==> config.mk <==
export PLATFORM = sky130hd
export DESIGN_NAME = bus_arbiter_flat
export DESIGN_NICKNAME = d
export VERILOG_FILES = /design/src/rtl/bus_arbiter_if.sv /design/src/rtl/bus_arbiter.sv /design/src/flat_wrapper.sv
export SDC_FILE = /design/constraint.sdc
export NUM_CORES = 1
export LEC_CHECK = 0
export CORE_MARGIN = 2
export CORE_UTILIZATION = 39
export CTS_BUF_LIST = sky130_fd_sc_hd__clkbuf_4
export CTS_CLUSTER_DIAMETER = 200
export DETAILED_ROUTE_END_ITERATION = 8
export GPL_TIMING_DRIVEN = 0
export PLACE_DENSITY_LB_ADDON = 0.25
export SLEW_MARGIN = 20
export SYNTH_ARGS = -nofsm -noshare
export SYNTH_HDL_FRONTEND = slang
export SYNTH_SLANG_ARGS = --single-unit
==> constraint.sdc <==
create_clock -name clk -period 2.25 [get_ports clk]
set_input_delay 0.225 -clock clk [delete_from_list [all_inputs] [get_ports clk]]
set_output_delay 0.225 -clock clk [all_outputs]
set_load 0.02 [all_outputs]
==> src/rtl/bus_arbiter_if.sv <==
// Bus-arbitration handshake between the bus masters and bus_arbiter.
// The master modport is the requesting side and the slave modport is the arbiter side.
interface bus_arbiter_if #(
    parameter int NREQ = 4,
    parameter int IDXW = 3
);
    logic [NREQ-1:0] req;
    logic [NREQ-1:0] lock;
    logic [NREQ-1:0] gnt;
    logic [IDXW-1:0] owner;
    logic            bus_busy;
    logic [NREQ-1:0] revoke;

    modport master (
        output req,
        output lock,
        input  gnt,
        input  owner,
        input  bus_busy,
        input  revoke
    );

    modport slave (
        input  req,
        input  lock,
        output gnt,
        output owner,
        output bus_busy,
        output revoke
    );
endinterface

==> src/rtl/bus_arbiter.sv <==
// Round-robin tristate-bus arbiter with a one-cycle turnaround and a tenure watchdog.
// Define BUS_ARBITER_LOCK_EN so that an owner holding its lock bit is never revoked.
module bus_arbiter #(
    parameter int NREQ       = 4,
    parameter int MAX_TENURE = 16,
    parameter int IDXW       = 3
) (
    input  logic         clk,
    input  logic         reset,
    bus_arbiter_if.slave bus
);
    typedef enum logic [1:0] {IDLE, OWN, TURN} state_t;

    localparam logic [7:0]    MAX_T   = 8'(MAX_TENURE);
    localparam logic [IDXW:0] NREQ_W  = (IDXW+1)'(NREQ);
    localparam logic [IDXW:0] ONE_W   = (IDXW+1)'(1);

    state_t            state;
    logic [IDXW-1:0]   rr_ptr;
    logic [NREQ-1:0]   penalty;
    logic [7:0]        tenure;

    logic [NREQ-1:0]   eligible;
    logic [2*NREQ-1:0] doubled;
    logic [NREQ-1:0]   rotated;
    logic [NREQ-1:0]   pick_onehot;
    logic [IDXW-1:0]   pick;
    logic              pick_valid;
    logic [IDXW:0]     sum;
    logic [IDXW:0]     owner_inc;
    logic [IDXW-1:0]   next_ptr;
    logic              owner_req;

`ifdef BUS_ARBITER_LOCK_EN
    logic locked;
    logic owner_lock;
    assign owner_lock = |(bus.lock & bus.gnt);
`else
    logic unused_lock;
    assign unused_lock = ^bus.lock;
`endif

    // Rotate the eligible set so that bit 0 is rr_ptr; the first set bit is the winner.
    always_comb begin
        eligible   = bus.req & ~penalty;
        doubled    = {eligible, eligible} >> rr_ptr;
        rotated    = doubled[NREQ-1:0];
        pick       = '0;
        pick_valid = 1'b0;
        sum        = '0;
        for (int unsigned k = 0; k < NREQ; k++) begin
            if (!pick_valid && rotated[k]) begin
                pick_valid = 1'b1;
                sum        = {1'b0, rr_ptr} + (IDXW+1)'(k);
                if (sum >= NREQ_W) sum = sum - NREQ_W;
                pick = sum[IDXW-1:0];
            end
        end
        pick_onehot = '0;
        for (int unsigned i = 0; i < NREQ; i++) begin
            pick_onehot[i] = (pick == IDXW'(i));
        end
        owner_inc = {1'b0, bus.owner} + ONE_W;
        next_ptr  = (owner_inc == NREQ_W) ? '0 : owner_inc[IDXW-1:0];
        owner_req = |(bus.req & bus.gnt);
    end

    always_ff @(posedge clk) begin
        if (!reset) begin
            state        <= IDLE;
            bus.gnt      <= '0;
            bus.owner    <= '0;
            bus.bus_busy <= 1'b0;
            bus.revoke   <= '0;
            rr_ptr       <= '0;
            tenure       <= '0;
            penalty      <= '0;
`ifdef BUS_ARBITER_LOCK_EN
            locked       <= 1'b0;
`endif
        end else begin
            bus.revoke <= '0;
            penalty    <= penalty & bus.req;
            case (state)
                // TURN is the dead gnt=0 cycle; arbitrating during it keeps the owner gap at one cycle.
                IDLE, TURN: begin
                    if (pick_valid) begin
                        bus.gnt      <= pick_onehot;
                        bus.owner    <= pick;
                        bus.bus_busy <= 1'b1;
                        tenure       <= 8'd1;
                        state        <= OWN;
`ifdef BUS_ARBITER_LOCK_EN
                        locked       <= 1'b0;
`endif
                    end else begin
                        state <= IDLE;
                    end
                end
                OWN: begin
                    if (!owner_req) begin
                        bus.gnt      <= '0;
                        bus.bus_busy <= 1'b0;
                        rr_ptr       <= next_ptr;
                        state        <= TURN;
                    end
`ifdef BUS_ARBITER_LOCK_EN
                    else if (owner_lock) begin
                        if (tenure != MAX_T) tenure <= tenure + 8'd1;
                        locked <= 1'b1;
                    end else if (locked) begin
                        tenure <= 8'd1;
                        locked <= 1'b0;
                    end
`endif
                    else if (tenure == MAX_T) begin
                        bus.gnt      <= '0;
                        bus.bus_busy <= 1'b0;
                        bus.revoke   <= bus.gnt;
                        penalty      <= (penalty & bus.req) | bus.gnt;
                        rr_ptr       <= next_ptr;
                        state        <= TURN;
                    end else begin
                        tenure <= tenure + 8'd1;
                    end
                end
                default: state <= IDLE;
            endcase
        end
    end
endmodule

==> src/flat_wrapper.sv <==
// flat-port wrapper written by rule: the top's interface ports become plain ports
module bus_arbiter_flat 
#(
    parameter int NREQ       = 4,
    parameter int MAX_TENURE = 16,
    parameter int IDXW       = 3
)
  (clk, reset, bus_req, bus_lock, bus_gnt, bus_owner, bus_bus_busy, bus_revoke);
  bus_arbiter_if #(.NREQ(NREQ), .IDXW(IDXW)) bus_i ();
  input  logic clk;
  input  logic reset;
  input wire logic [$bits(bus_i.req)-1:0] bus_req;
  input wire logic [$bits(bus_i.lock)-1:0] bus_lock;
  output wire logic [$bits(bus_i.gnt)-1:0] bus_gnt;
  output wire logic [$bits(bus_i.owner)-1:0] bus_owner;
  output wire logic [$bits(bus_i.bus_busy)-1:0] bus_bus_busy;
  output wire logic [$bits(bus_i.revoke)-1:0] bus_revoke;
  assign bus_i.req = bus_req;
  assign bus_i.lock = bus_lock;
  assign bus_gnt = bus_i.gnt;
  assign bus_owner = bus_i.owner;
  assign bus_bus_busy = bus_i.bus_busy;
  assign bus_revoke = bus_i.revoke;
  bus_arbiter #(.NREQ(NREQ), .MAX_TENURE(MAX_TENURE), .IDXW(IDXW)) u_core (.clk(clk), .reset(reset), .bus(bus_i));
endmodule
==> results.toml <==
[detailed_routing]
drtPass1Iterations = 4
drc = 0
wl_per_cell_um = 13.9
num_vias = 1236
wirelength_mm = 3.16
drt_iter0_drc = 93
ant_nets = 0
vias_per_cell = 5.42

[placement]
dp.cells = 220
portBuffers = 16
place_hpwl_mm = 2.31
placed_area_um2 = 1640
gp_congestion = 0.781

[floorplan]
dieArea_um2 = 4150
io_pins = 22
die-height_um = 64.4
die_w_um = 64.4
design.core.area_um2 = 3420
rows = 21
initial_utilization = 0.416

[pwr]
power_frac_seq = 0.325
p_switching_mw = 0.734
swShare = 0.356
ir_drop_v = 0.000561
powerDensity_nw_per_um2 = 1160
p_leak_nw = 0.659
comb_power_share = 0.414
internal-power_mw = 1.33
power_mw = 2.06
clockPowerShare = 0.261

[global_route]
antenna_found_initial = 0
track_usage = 0.168
grt_first_pass_wirelength_mm = 5.33
grt_start_max_net_pins = 11
grt_pass1_vias = 1213
overflow = 0

[finish]
multiInputGateArea_um2 = 811
fill_cells = 324
fin_util = 0.520
seq_area_um2 = 581
fin_cells = 228
num_antenna_cells = 0
syn2layout_area_growth_pct = 24.8
fin_area_um2 = 1780
nets = 195
drive_gt1_frac = 0.148

[yosys]
syn-cell-area_um2 = 1420
async_flop_share = 0
ys_warn_count = 0
ys_types = 49
yosysSeqAreaShare = 0.408
yosys.area.top_type = "dfxtp_1"
synth_area_leaders = "dfxtp_1 (41%), a21oi_1 (4.9%), nor2_1 (3.7%)"
avgSynthCellArea_um2 = 9.00
synth_top_area_frac = 0.408
synth_cells = 158
synth_ff_type = "dfxtp_1"
synth_edf_count = 0
synth.net_count = 172
ys_ff_latch = 29

[sta]
finalCriticalPeriod_ps = 2150
rsz0062_at_grt = "false"
tightest_slew_ps = 459
slew_headroom = 0.692
finalMaxSlewViolations = 0
fin_setup_tns_ps = 0
hold_viol_final = 0
setup_viol = 0
fin_skew_ps = 10.2
fmax_ghz = 0.466
fin_crit_sh = 0.953

[worst_setup_path]
setup.worst_path.end_class = "flip-flop"
critPathLaunchType = "primary input"
required_ps = 2490
r2r_setup_slack_ps = 170
crit_slowest_cell = "clkdlybuf4s50_1"
crit_path_max_incr_delay_ps = 570
cp_max_fo = 8
path_class = "primary input to flip-flop"
crit_path_cell_trace = "clkdlybuf4s50_1 > or4bb_1 > nand4_1 > a21o_2 > o31a_1 > nor2_1 > a22o_1"
cp.arrival_ps = 2380

[run]
cap_violations = 0

[clock_network]
cts_made_buffers = 5
path_clk_slew_ps = 100
clkLatencyLatePin_ps = 340
cts_tree = "built"
h-tree-depth = 2
cts_root_buf = "clkbuf_4"
post_cts_buffers = 0
cts.sink_count = 29
holdBufCountCts = 0
cts_buffer_depth = 2

[min_path]
min_path_type = "primary input to flip-flop"

[status]
outcome = "finished clean"
-- synth_stat cells (4+ instances only) --
library cell and n:
dfxtp_1 29, a21oi_1 14, nor2_1 14, inv_1 8, nand2_1 8, and2_1 7, a22o_1 5, a31o_2 4
ha_1 4, nand3_1 4, nand3b_1 4, o21ai_1 4
-- repair_timing --
action | 4_1_cts | 5_1_grt
endpoints found under the hold margin | 0 | 0
setup endpoints to repair | 7 | 10
gates cloned | 0 | 0
resized for setup | 1 | 5
-- final cells by class --
cell class,instances,area share
repair buffers,16,0.0902
flip-flops and latches,29,0.327
clock buffers,5,0.0211
multi-input cells,116,0.457
plain buffers,5,0.0190
clock inverters,3,0.0366
well taps,46,0.0324
inverters,8,0.0169
-- flip-flops by register name, summed over array words and instances, names as in the netlist --
register / cells
u_core.bus.bus_busy: 1
u_core.penalty: 4
u_core.bus.owner: 3
u_core.tenure: 8
u_core.state: 2
u_core.rr_ptr: 3
u_core.bus.revoke: 4
u_core.bus.gnt: 4
-- cells in the final DEF, fill, tap and decap left out, types with 3 or more instances in the layout --
cell / synthesis / routed
nor2_1: 14 / 14
and2_1: 7 / 7
clkbuf_4: 0 / 6
nand3b_1: 4 / 4
o21ai_1: 4 / 3
nand2_1: 8 / 8
a31o_2: 4 / 4
dfxtp_1: 29 / 29
a21oi_1: 14 / 14
or3_1: 3 / 3
clkdlybuf4s50_1: 0 / 16
ha_1: 4 / 4
inv_1: 8 / 8
a22o_1: 5 / 5
and3_1: 3 / 3
nand3_1: 4 / 4
-- routing by layer --
metal  track usage  up-vias  wire length, um
met5             0        -                0
met4        0.0718        0               57
met3        0.0616        7              165
met2         0.272       26             1450
met1         0.198      581             1480
li1              -      622                -
-- logic make-up after synthesis --
| group | after synthesis | share of synthesized area |
|---|---|---|
| compound gates | 47 | 0.236 |
| simple gates | 61 | 0.252 |
| fa+ha+maj | 4 | 0.0352 |
| buf+inv | 13 | 0.0431 |
| flops | 29 | 0.408 |
| xor+xnor | 2 | 0.0123 |
| mux | 2 | 0.0141 |
-- final timing paths --
check	startpoint	to	cells past startpoint
setup / recovery	bus_req[1]	u_core.bus.gnt[0]	7
hold / removal	reset	u_core.bus.owner[1]	2
setup reg to reg	u_core.rr_ptr[0]	u_core.bus.gnt[0]	7
hold reg to reg	u_core.bus.bus_busy	u_core.bus.bus_busy	2
-- through the flow --
stage,setup slack [ps],hold slack [ps]
global route,27.7,178
detailed placement,-223,487
floorplan,291,377
global placement,-209,465
CTS,35.7,178
finish,105,193
-- power groups by stage --
| stage | Combinational (mW) | Clock (mW) | Sequential, mW |
|---|---|---|---|
| after global routing | 0.938 | 0.579 | 0.682 |
| after floorplan | 0.529 | 0 | 0.716 |
| after global placement | 0.789 | 0 | 0.673 |
| after CTS | 0.813 | 0.556 | 0.665 |
| after detailed placement | 0.797 | 0 | 0.678 |
| final | 0.853 | 0.538 | 0.669 |
-- critical path, delay by kind of cell --
kind	cells	cell delay (ps)
buf+inv	1	570
simple gates	3	760
compound gates	3	820
Power figures use the tool's default switching activity.
